<file path="src/rtl/argscan_2d_pkg.sv">
// Shared types for the argscan_2d block: FSM state and job mode encodings.
package argscan_pkg;

    typedef enum logic [1:0] {
        IDLE = 2'd0,
        SCAN = 2'd1,
        HOLD = 2'd2
    } state_t;

    typedef enum logic {
        MODE_MAX = 1'b0,
        MODE_MIN = 1'b1
    } mode_t;

endpackage

</file>
<file path="src/rtl/argscan_2d_if.sv">
// Job/result handshake bundle for argscan_2d.
// Optional result_sum signal is present only when ARGSCAN_SUM_EN is defined.
interface argscan_2d_if #(
    parameter int DATA_WIDTH = 8,
    parameter int ROWS       = 8,
    parameter int COLS       = 8
);
    localparam int ROW_W = $clog2(ROWS);
    localparam int COL_W = $clog2(COLS);
    localparam int SUM_W = DATA_WIDTH + $clog2(ROWS * COLS);

    logic                  in_valid;
    logic                  in_ready;
    logic                  mode_in;
    logic [DATA_WIDTH-1:0] array_in [ROWS][COLS];
    logic                  abort;
    logic                  out_valid;
    logic                  out_ready;
    logic [DATA_WIDTH-1:0] result;
    logic [ROW_W-1:0]      result_row;
    logic [COL_W-1:0]      result_col;
    logic                  busy;
`ifdef ARGSCAN_SUM_EN
    logic [SUM_W-1:0]      result_sum;

    modport slave (
        input  in_valid, mode_in, array_in, abort, out_ready,
        output in_ready, out_valid, result, result_row, result_col, busy, result_sum
    );
    modport master (
        output in_valid, mode_in, array_in, abort, out_ready,
        input  in_ready, out_valid, result, result_row, result_col, busy, result_sum
    );
`else
    modport slave (
        input  in_valid, mode_in, array_in, abort, out_ready,
        output in_ready, out_valid, result, result_row, result_col, busy
    );
    modport master (
        output in_valid, mode_in, array_in, abort, out_ready,
        input  in_ready, out_valid, result, result_row, result_col, busy
    );
`endif

endinterface

</file>
<file path="src/rtl/argscan_2d_lane_reduce.sv">
// Combinational reduction of LANES candidates against the running best.
// Strict compare applied lane 0 first, so ties keep the lowest index.
module argscan_lane_reduce
    import argscan_pkg::*;
#(
    parameter int DATA_WIDTH = 8,
    parameter int LANES      = 2,
    parameter int ROW_W      = 3,
    parameter int COL_W      = 3,
    parameter int SIGNED     = 0
) (
    input  mode_t                 mode_i,
    input  logic [DATA_WIDTH-1:0] best_val_i,
    input  logic [ROW_W-1:0]      best_row_i,
    input  logic [COL_W-1:0]      best_col_i,
    input  logic [DATA_WIDTH-1:0] cand_val_i [LANES],
    input  logic [ROW_W-1:0]      cand_row_i [LANES],
    input  logic [COL_W-1:0]      cand_col_i [LANES],
    output logic [DATA_WIDTH-1:0] best_val_o,
    output logic [ROW_W-1:0]      best_row_o,
    output logic [COL_W-1:0]      best_col_o
);

    function automatic logic greater(input logic [DATA_WIDTH-1:0] a,
                                     input logic [DATA_WIDTH-1:0] b);
        if (SIGNED != 0) greater = ($signed(a) > $signed(b));
        else             greater = (a > b);
    endfunction

    // Walk the lanes in order, replacing the best only on a strict improvement.
    always_comb begin
        logic [DATA_WIDTH-1:0] val_v;
        logic [ROW_W-1:0]      row_v;
        logic [COL_W-1:0]      col_v;
        logic                  take_v;
        val_v  = best_val_i;
        row_v  = best_row_i;
        col_v  = best_col_i;
        take_v = 1'b0;
        for (int l = 0; l < LANES; l++) begin
            if (mode_i == MODE_MAX) take_v = greater(cand_val_i[l], val_v);
            else                    take_v = greater(val_v, cand_val_i[l]);
            if (take_v) begin
                val_v = cand_val_i[l];
                row_v = cand_row_i[l];
                col_v = cand_col_i[l];
            end else begin
                val_v = val_v;
            end
        end
        best_val_o = val_v;
        best_row_o = row_v;
        best_col_o = col_v;
    end

endmodule

</file>
<file path="src/rtl/argscan_2d.sv">
// argscan_2d: captures a ROWS x COLS array and scans it LANES elements per
// cycle in row-major order, reporting the max or min value and its position.
// Optional feature macro: ARGSCAN_SUM_EN adds result_sum (sum of all elements).
module argscan_2d
    import argscan_pkg::*;
#(
    parameter int DATA_WIDTH = 8,
    parameter int ROWS       = 8,
    parameter int COLS       = 8,
    parameter int LANES      = 2,
    parameter int SIGNED     = 0
) (
    input  logic        clk,
    input  logic        rst,
    argscan_2d_if.slave bus
);
    localparam int N     = ROWS * COLS;
    localparam int IDX_W = $clog2(N);
    localparam int ROW_W = $clog2(ROWS);
    localparam int COL_W = $clog2(COLS);
    localparam int SUM_W = DATA_WIDTH + IDX_W;
    localparam logic [IDX_W-1:0] LAST_P = IDX_W'(N - LANES);

    if (ROWS < 2 || COLS < 2) begin : g_dim_chk
        $error("argscan_2d: ROWS and COLS must both be >= 2");
    end
    if (LANES < 1 || (N % LANES) != 0) begin : g_lane_chk
        $error("argscan_2d: LANES must divide ROWS*COLS");
    end

    state_t                state_q, state_d;
    logic [DATA_WIDTH-1:0] flat_q [N];
    mode_t                 mode_q;
    logic [IDX_W-1:0]      p_q;
    logic [ROW_W-1:0]      row_q;
    logic [COL_W-1:0]      col_q;
    logic [DATA_WIDTH-1:0] best_val_q;
    logic [ROW_W-1:0]      best_row_q;
    logic [COL_W-1:0]      best_col_q;
    logic                  accept_s, step_s, done_s;
    logic [DATA_WIDTH-1:0] lane_val_s [LANES];
    logic [ROW_W-1:0]      lane_row_s [LANES];
    logic [COL_W-1:0]      lane_col_s [LANES];
    logic [ROW_W-1:0]      next_row_s;
    logic [COL_W-1:0]      next_col_s;
    logic [DATA_WIDTH-1:0] red_val_s;
    logic [ROW_W-1:0]      red_row_s;
    logic [COL_W-1:0]      red_col_s;
    logic                  in_ready_q, out_valid_q, busy_q;
    logic [DATA_WIDTH-1:0] result_q;
    logic [ROW_W-1:0]      result_row_q;
    logic [COL_W-1:0]      result_col_q;

    // FSM state register.
    always_ff @(posedge clk or posedge rst) begin
        if (rst) state_q <= IDLE;
        else     state_q <= state_d;
    end

    // Next-state and control strobes; abort beats completion, accept beats abort.
    always_comb begin
        state_d  = state_q;
        accept_s = 1'b0;
        step_s   = 1'b0;
        done_s   = 1'b0;
        case (state_q)
            IDLE: begin
                if (bus.in_valid) begin
                    accept_s = 1'b1;
                    state_d  = SCAN;
                end else begin
                    state_d  = IDLE;
                end
            end
            SCAN: begin
                if (bus.abort) begin
                    state_d = IDLE;
                end else begin
                    step_s = 1'b1;
                    if (p_q == LAST_P) begin
                        done_s  = 1'b1;
                        state_d = HOLD;
                    end else begin
                        state_d = SCAN;
                    end
                end
            end
            HOLD: begin
                if (bus.abort || bus.out_ready) state_d = IDLE;
                else                            state_d = HOLD;
            end
            default: state_d = IDLE;
        endcase
    end

    // Per-lane candidates and row/col positions from wrapping counters.
    always_comb begin
        logic [ROW_W-1:0] r_v;
        logic [COL_W-1:0] c_v;
        r_v = row_q;
        c_v = col_q;
        for (int l = 0; l < LANES; l++) begin
            lane_val_s[l] = flat_q[p_q + IDX_W'(l)];
            lane_row_s[l] = r_v;
            lane_col_s[l] = c_v;
            if (c_v == COL_W'(COLS - 1)) begin
                c_v = '0;
                r_v = r_v + ROW_W'(1);
            end else begin
                c_v = c_v + COL_W'(1);
            end
        end
        next_row_s = r_v;
        next_col_s = c_v;
    end

    argscan_lane_reduce #(
        .DATA_WIDTH (DATA_WIDTH),
        .LANES      (LANES),
        .ROW_W      (ROW_W),
        .COL_W      (COL_W),
        .SIGNED     (SIGNED)
    ) u_reduce (
        .mode_i     (mode_q),
        .best_val_i (best_val_q),
        .best_row_i (best_row_q),
        .best_col_i (best_col_q),
        .cand_val_i (lane_val_s),
        .cand_row_i (lane_row_s),
        .cand_col_i (lane_col_s),
        .best_val_o (red_val_s),
        .best_row_o (red_row_s),
        .best_col_o (red_col_s)
    );

    // Job capture and scan datapath; best seeds from element [0][0], not zero.
    always_ff @(posedge clk or posedge rst) begin
        if (rst) begin
            for (int i = 0; i < N; i++) flat_q[i] <= '0;
            mode_q     <= MODE_MAX;
            p_q        <= '0;
            row_q      <= '0;
            col_q      <= '0;
            best_val_q <= '0;
            best_row_q <= '0;
            best_col_q <= '0;
        end else if (accept_s) begin
            for (int r = 0; r < ROWS; r++)
                for (int c = 0; c < COLS; c++)
                    flat_q[r*COLS + c] <= bus.array_in[r][c];
            mode_q     <= mode_t'(bus.mode_in);
            p_q        <= '0;
            row_q      <= '0;
            col_q      <= '0;
            best_val_q <= bus.array_in[0][0];
            best_row_q <= '0;
            best_col_q <= '0;
        end else if (step_s) begin
            p_q        <= p_q + IDX_W'(LANES);
            row_q      <= next_row_s;
            col_q      <= next_col_s;
            best_val_q <= red_val_s;
            best_row_q <= red_row_s;
            best_col_q <= red_col_s;
        end
    end

    // Registered handshake flags and result, updated only on entering HOLD.
    always_ff @(posedge clk or posedge rst) begin
        if (rst) begin
            in_ready_q   <= 1'b1;
            out_valid_q  <= 1'b0;
            busy_q       <= 1'b0;
            result_q     <= '0;
            result_row_q <= '0;
            result_col_q <= '0;
        end else begin
            in_ready_q  <= (state_d == IDLE);
            out_valid_q <= (state_d == HOLD);
            busy_q      <= (state_d != IDLE);
            if (done_s) begin
                result_q     <= red_val_s;
                result_row_q <= red_row_s;
                result_col_q <= red_col_s;
            end
        end
    end

    assign bus.in_ready   = in_ready_q;
    assign bus.out_valid  = out_valid_q;
    assign bus.busy       = busy_q;
    assign bus.result     = result_q;
    assign bus.result_row = result_row_q;
    assign bus.result_col = result_col_q;

`ifdef ARGSCAN_SUM_EN
    logic [SUM_W-1:0] sum_q, sum_step_s, result_sum_q;

    function automatic logic [SUM_W-1:0] ext(input logic [DATA_WIDTH-1:0] v);
        if (SIGNED != 0) ext = {{(SUM_W-DATA_WIDTH){v[DATA_WIDTH-1]}}, v};
        else             ext = {{(SUM_W-DATA_WIDTH){1'b0}}, v};
    endfunction

    // Running sum including this cycle's lanes.
    always_comb begin
        sum_step_s = sum_q;
        for (int l = 0; l < LANES; l++) sum_step_s = sum_step_s + ext(lane_val_s[l]);
    end

    // Accumulator clears on accept; published sum moves with the result.
    always_ff @(posedge clk or posedge rst) begin
        if (rst) begin
            sum_q        <= '0;
            result_sum_q <= '0;
        end else begin
            if (accept_s)    sum_q <= '0;
            else if (step_s) sum_q <= sum_step_s;
            if (done_s) result_sum_q <= sum_step_s;
        end
    end

    assign bus.result_sum = result_sum_q;
`endif

endmodule

</file>
<file path="src/flat_wrapper.sv">
// flat-port wrapper written by rule: the top's interface ports become plain ports
module argscan_2d_flat import argscan_pkg::*;
#(
    parameter int DATA_WIDTH = 8,
    parameter int ROWS       = 8,
    parameter int COLS       = 8,
    parameter int LANES      = 2,
    parameter int SIGNED     = 0
)
  (clk, rst, bus_in_valid, bus_mode_in, bus_array_in, bus_abort, bus_out_ready, bus_in_ready, bus_out_valid, bus_result, bus_result_row, bus_result_col, bus_busy);
  argscan_2d_if #(.DATA_WIDTH(DATA_WIDTH), .ROWS(ROWS), .COLS(COLS)) bus_i ();
  input  logic clk;
  input  logic rst;
  input wire logic [$bits(bus_i.in_valid)-1:0] bus_in_valid;
  input wire logic [$bits(bus_i.mode_in)-1:0] bus_mode_in;
  input wire logic [$bits(bus_i.array_in)-1:0] bus_array_in;
  input wire logic [$bits(bus_i.abort)-1:0] bus_abort;
  input wire logic [$bits(bus_i.out_ready)-1:0] bus_out_ready;
  output wire logic [$bits(bus_i.in_ready)-1:0] bus_in_ready;
  output wire logic [$bits(bus_i.out_valid)-1:0] bus_out_valid;
  output wire logic [$bits(bus_i.result)-1:0] bus_result;
  output wire logic [$bits(bus_i.result_row)-1:0] bus_result_row;
  output wire logic [$bits(bus_i.result_col)-1:0] bus_result_col;
  output wire logic [$bits(bus_i.busy)-1:0] bus_busy;
  assign bus_i.in_valid = bus_in_valid;
  assign bus_i.mode_in = bus_mode_in;
  assign bus_i.array_in = {>>{bus_array_in}};
  assign bus_i.abort = bus_abort;
  assign bus_i.out_ready = bus_out_ready;
  assign bus_in_ready = bus_i.in_ready;
  assign bus_out_valid = bus_i.out_valid;
  assign bus_result = bus_i.result;
  assign bus_result_row = bus_i.result_row;
  assign bus_result_col = bus_i.result_col;
  assign bus_busy = bus_i.busy;
  argscan_2d #(.DATA_WIDTH(DATA_WIDTH), .ROWS(ROWS), .COLS(COLS), .LANES(LANES), .SIGNED(SIGNED)) u_core (.clk(clk), .rst(rst), .bus(bus_i));
endmodule
</file>
<file path="config.mk">
export PLATFORM = sky130hd
export DESIGN_NAME = argscan_2d_flat
export DESIGN_NICKNAME = d
export VERILOG_FILES = /design/src/rtl/argscan_2d_pkg.sv /design/src/rtl/argscan_2d_if.sv /design/src/rtl/argscan_2d_lane_reduce.sv /design/src/rtl/argscan_2d.sv /design/src/flat_wrapper.sv
export SDC_FILE = /design/constraint.sdc
export NUM_CORES = 2
export LEC_CHECK = 0
export ABC_AREA = 1
export CORE_ASPECT_RATIO = 1.5
export CORE_MARGIN = 4
export CORE_UTILIZATION = 56
export DETAILED_ROUTE_END_ITERATION = 6
export PLACE_DENSITY = 0.86
export SLEW_MARGIN = 20
export SYNTH_ARGS = -nofsm -noshare
export SYNTH_HDL_FRONTEND = slang
export SYNTH_SLANG_ARGS = --single-unit
</file>
<file path="constraint.sdc">
create_clock -name clk -period 31.6 [get_ports clk]
set_input_delay 6.32 -clock clk [delete_from_list [all_inputs] [get_ports clk]]
set_output_delay 6.32 -clock clk [all_outputs]
set_load 0.02 [all_outputs]
</file>
==> results by group <==
Drt
  – Wirelength per Cell: between 15 and 20 microns
  – Via count: about 25000
  – Routed WL: ~91000 microns
  – DRC viols: 1
  – TritonRoute pass-1 iters: 7
  – DR vias/cell: 5.50
  – Antenna-violating nets left: 0
  – First-iteration detailed-routing DRC count: between 2000 and 3000

Worst setup path
  – Crit path max fanout: 26
  – Startpoint Class: primary input
  – CP cell instances: clkdlybuf4s50_1 > nor3_1 > buf_4 > inv_1 > nand2_1 > inv_1 > a31oi_1 > nor2_1 > inv_1
  – Top delay family on crit path: buffers and inverters
  – Crit Path Category: primary input to flop
  – CP Capture Type: flop
  – CP peak stage delay: 0.76 ns
  – CP most frequent cell: inv_1
  – Worst-path cell with the longest stage delay: nand2_1
  – Data required, critical path: approximately 32 ns
  – CP arrival: 9.47 ns
  – Worst Path Buf+Inv: 5

Timing
  – Pins Over Slew Limit: 0
  – Worst-margin pin slew: ~1.1 ns
  – Final setup vio count: 0
  – Fin Setup TNS: 0 ns
  – Final Hold Viols: 0
  – Max_slew headroom: 0.276
  – RSZ-0062 raised after global routing: false
  – Min Clock Period, post-route: between 8 and 9 ns
  – Crit share post-route: 0.283
  – Achievable frequency: 0.112 GHz
  – Clock skew: ~0.016 ns

Run status
  – Failing checks: design-rule violations
  – Outcome: complete, but fails checks

Clock network
  – Sink Count: between 500 and 600
  – CTS Hold Bufs: 0
  – Num CTS Buffers: 53
  – Worst-Skew Late Latency: just under 0.6 ns
  – CTS resizes: 0
  – Post-CTS setup repair buffer count: 0
  – H-tree Lvls: 2
  – CTS max path bufs: 3
  – TritonCTS clock tree: built
  – Clk pin slew, worst setup/hold paths: roughly 0.06 ns
  – CTS Root Cell: clkbuf_16

Synthesis
  – Synth warn: 0
  – Synth Cell Area: approximately 0.027 sq mm
  – Most frequent cell after synthesis: nand2_1
  – Post-synth EDFFs: 0
  – Main synth FF type: dfrtp_1
  – Area contributors post-synth: dfrtp_1 (52%), nand2_1 (21%), o21ai_0 (6.4%)
  – Synth unique cells: 35
  – Syn avg cell area: around 7.5 sq um
  – Top cells by count, synth: nand2_1 (1503), dfrtp_1 (556), o21ai_0 (345)
  – Synth top area share: 0.516
  – Yosys reg bits: 557
  – Yosys top cell by area: dfrtp_1
  – Ys async rst share: 1.00
  – Net Count, Synth: just over 4000
  – Sequential share of the synthesized area: 0.517
  – Synthesized instance count: approximately 3600

Placed design
  – IO Port Bufs: 534
  – Placed Cells: about 4500
  – Final RePlAce weighted congestion: approximately 0.95
  – HPWL Detailed: ~63000 microns

Floorplanning
  – Die width: 187 microns
  – Ports: about 540
  – Core area: ~0.048 sq mm
  – Die Ht: between 200 and 300 microns
  – Site Rows: between 90 and 100
  – Starting Density: 0.565
  – Die area: 0.0518 sq mm

Hold path
  – Worst Hold Class: flop to flop

Global route
  – GRT Total Usage: 0.343
  – Vias in the first global route: about 26000
  – Initial antenna violation count: 30
  – Largest net degree at the start of global routing: between 150 and 200
  – First-pass GRT wire length: 140000 microns
  – GRT overflow: 0

Finish
  – Layout cell share with drive strength beyond 1: 0.0307
  – Final cell count without fillers: about 4600
  – Nets: around 4500
  – Fillers: 3662
  – P&R area growth vs syn: 26.6%

Power and ir drop
  – Cell Pwr Density: 72.4 mW/mm^2
  – Pwr Total: around 2.5 mW
  – Total leakage power: approximately 17 nW
  – Peak VDD IR: between 0.05 and 0.06 mV

Job
  – Max Cap Viol: 0
[worst min-delay path, stage by stage, from the launching register on]
cell and delay, ns:
dfrtp_1 0.34, nand2_1 0.05, nand2_1 0.05
[layout by cell type, fill, tap and decap left out, drive strengths merged]
cell,netlist,routed
nand3b,1,1
o31ai,2,2
nand3,214,214
nand4,1,1
o21a,1,1
clkinv,1,12
bufinv,0,8
clkbuf,104,74
dfrtp,556,556
a22o,1,1
a211oi,1,1
nor2,191,191
nor3,3,3
inv,287,287
o22ai,5,5
o21ai,390,390
a21oi,96,96
xor2,1,1
a221oi,1,1
dfstp,1,1
a21o,1,1
clkdlybuf4s50,0,534
clkinvlp,0,2
o211ai,65,65
and2,1,1
a31oi,1,1
buf,122,27
nand2,1505,1505
diode,0,26
ha,23,23
xnor2,1,1
[state kept, by name (all words and copies together) (netlist names), 2 cells and up]
signal,cells
u_core.best_col_q,3
u_core.best_row_q,3
u_core.best_val_q,8
u_core.bus.result,8
u_core.bus.result_col,3
u_core.bus.result_row,3
u_core.col_q,3
u_core.flat_q,512
u_core.p_q,5
u_core.row_q,3
u_core.state_q,2
[cell families (layout without fill, tap and decap cells)]
kind of cell | Yosys count | count (layout) | share of synthesized area
XOR/XNOR | 2 | 2 | 0.000650
AND/OR/NAND/NOR | 1916 | 1916 | 0.278
AO/OA/AOI/OAI | 564 | 564 | 0.112
adder cells (fa/ha/maj) | 23 | 23 | 0.0107
buffers and inverters | 514 | 944 | 0.0816
other | 0 | 26 | 0
flip-flops | 557 | 557 | 0.517
[metrics by stage]
stage | setup WS [ns] | utilization | area (sq um) | hold slack, ns
after floorplan | 9.71 | - | 26900 | 0.444
after global placement | 21.67 | 0.675 | 32200 | 0.456
after detailed placement | 22.10 | 0.675 | 32200 | 0.460
after CTS | 22.72 | 0.713 | 34000 | 0.476
after global routing | 22.45 | 0.715 | 34100 | 0.489
final | 22.65 | 0.715 | 34100 | 0.475
[metal layers]
layer / part of all wire / GRT usage / up-vias / wire length [microns]
met5: 0.00059 / 0 / - / 54
met3: 0.078 / 0.0618 / 319 / 7100
li1: - / - / 12000 / -
met2: 0.49 / 0.578 / 1280 / 44700
met4: 0.080 / 0.243 / 8 / 7260
met1: 0.35 / 0.393 / 11900 / 32000
[power by group]
group / internal (mW) / switching [mW] / total, mW / leakage (nW)
clock: 0.397 / 0.281 / 0.678 / 0.897
combinational: 0.290 / 0.559 / 0.850 / 8.95
sequential: 0.859 / 0.0821 / 0.941 / 6.88
[final timing paths]
path / from / end / slack (ns) / cells after the start
max reg2reg: u_core.p_q[1] / u_core.bus.result_col[0] / 23.43 / 30
max: bus_abort / u_core.bus.busy / 22.65 / 9
min: u_core.flat_q[4] / u_core.flat_q[4] / 0.47 / 2
max in group asynchronous: rst / u_core.flat_q[485] / 23.10 / 4
min in group asynchronous: rst / u_core.flat_q[253] / 6.32 / 2
min reg2reg: u_core.flat_q[4] / u_core.flat_q[4] / 0.47 / 2
[layout make-up]
| cell class | count | area (sq um) | area share |
|---|---|---|---|
| Sequential cell | 557 | 13900 | 0.409 |
| Clock inverter | 21 | 320 | 0.00939 |
| Antenna cell | 26 | 65.1 | 0.00191 |
| Tap cell | 600 | 751 | 0.0220 |
| Multi-Input combinational cell | 2505 | 10800 | 0.317 |
| Clock buffer | 74 | 1510 | 0.0441 |
| Timing Repair Buffer | 561 | 5600 | 0.164 |
| Inverter | 288 | 1100 | 0.0323 |
(Power assumes the default switching activity.)
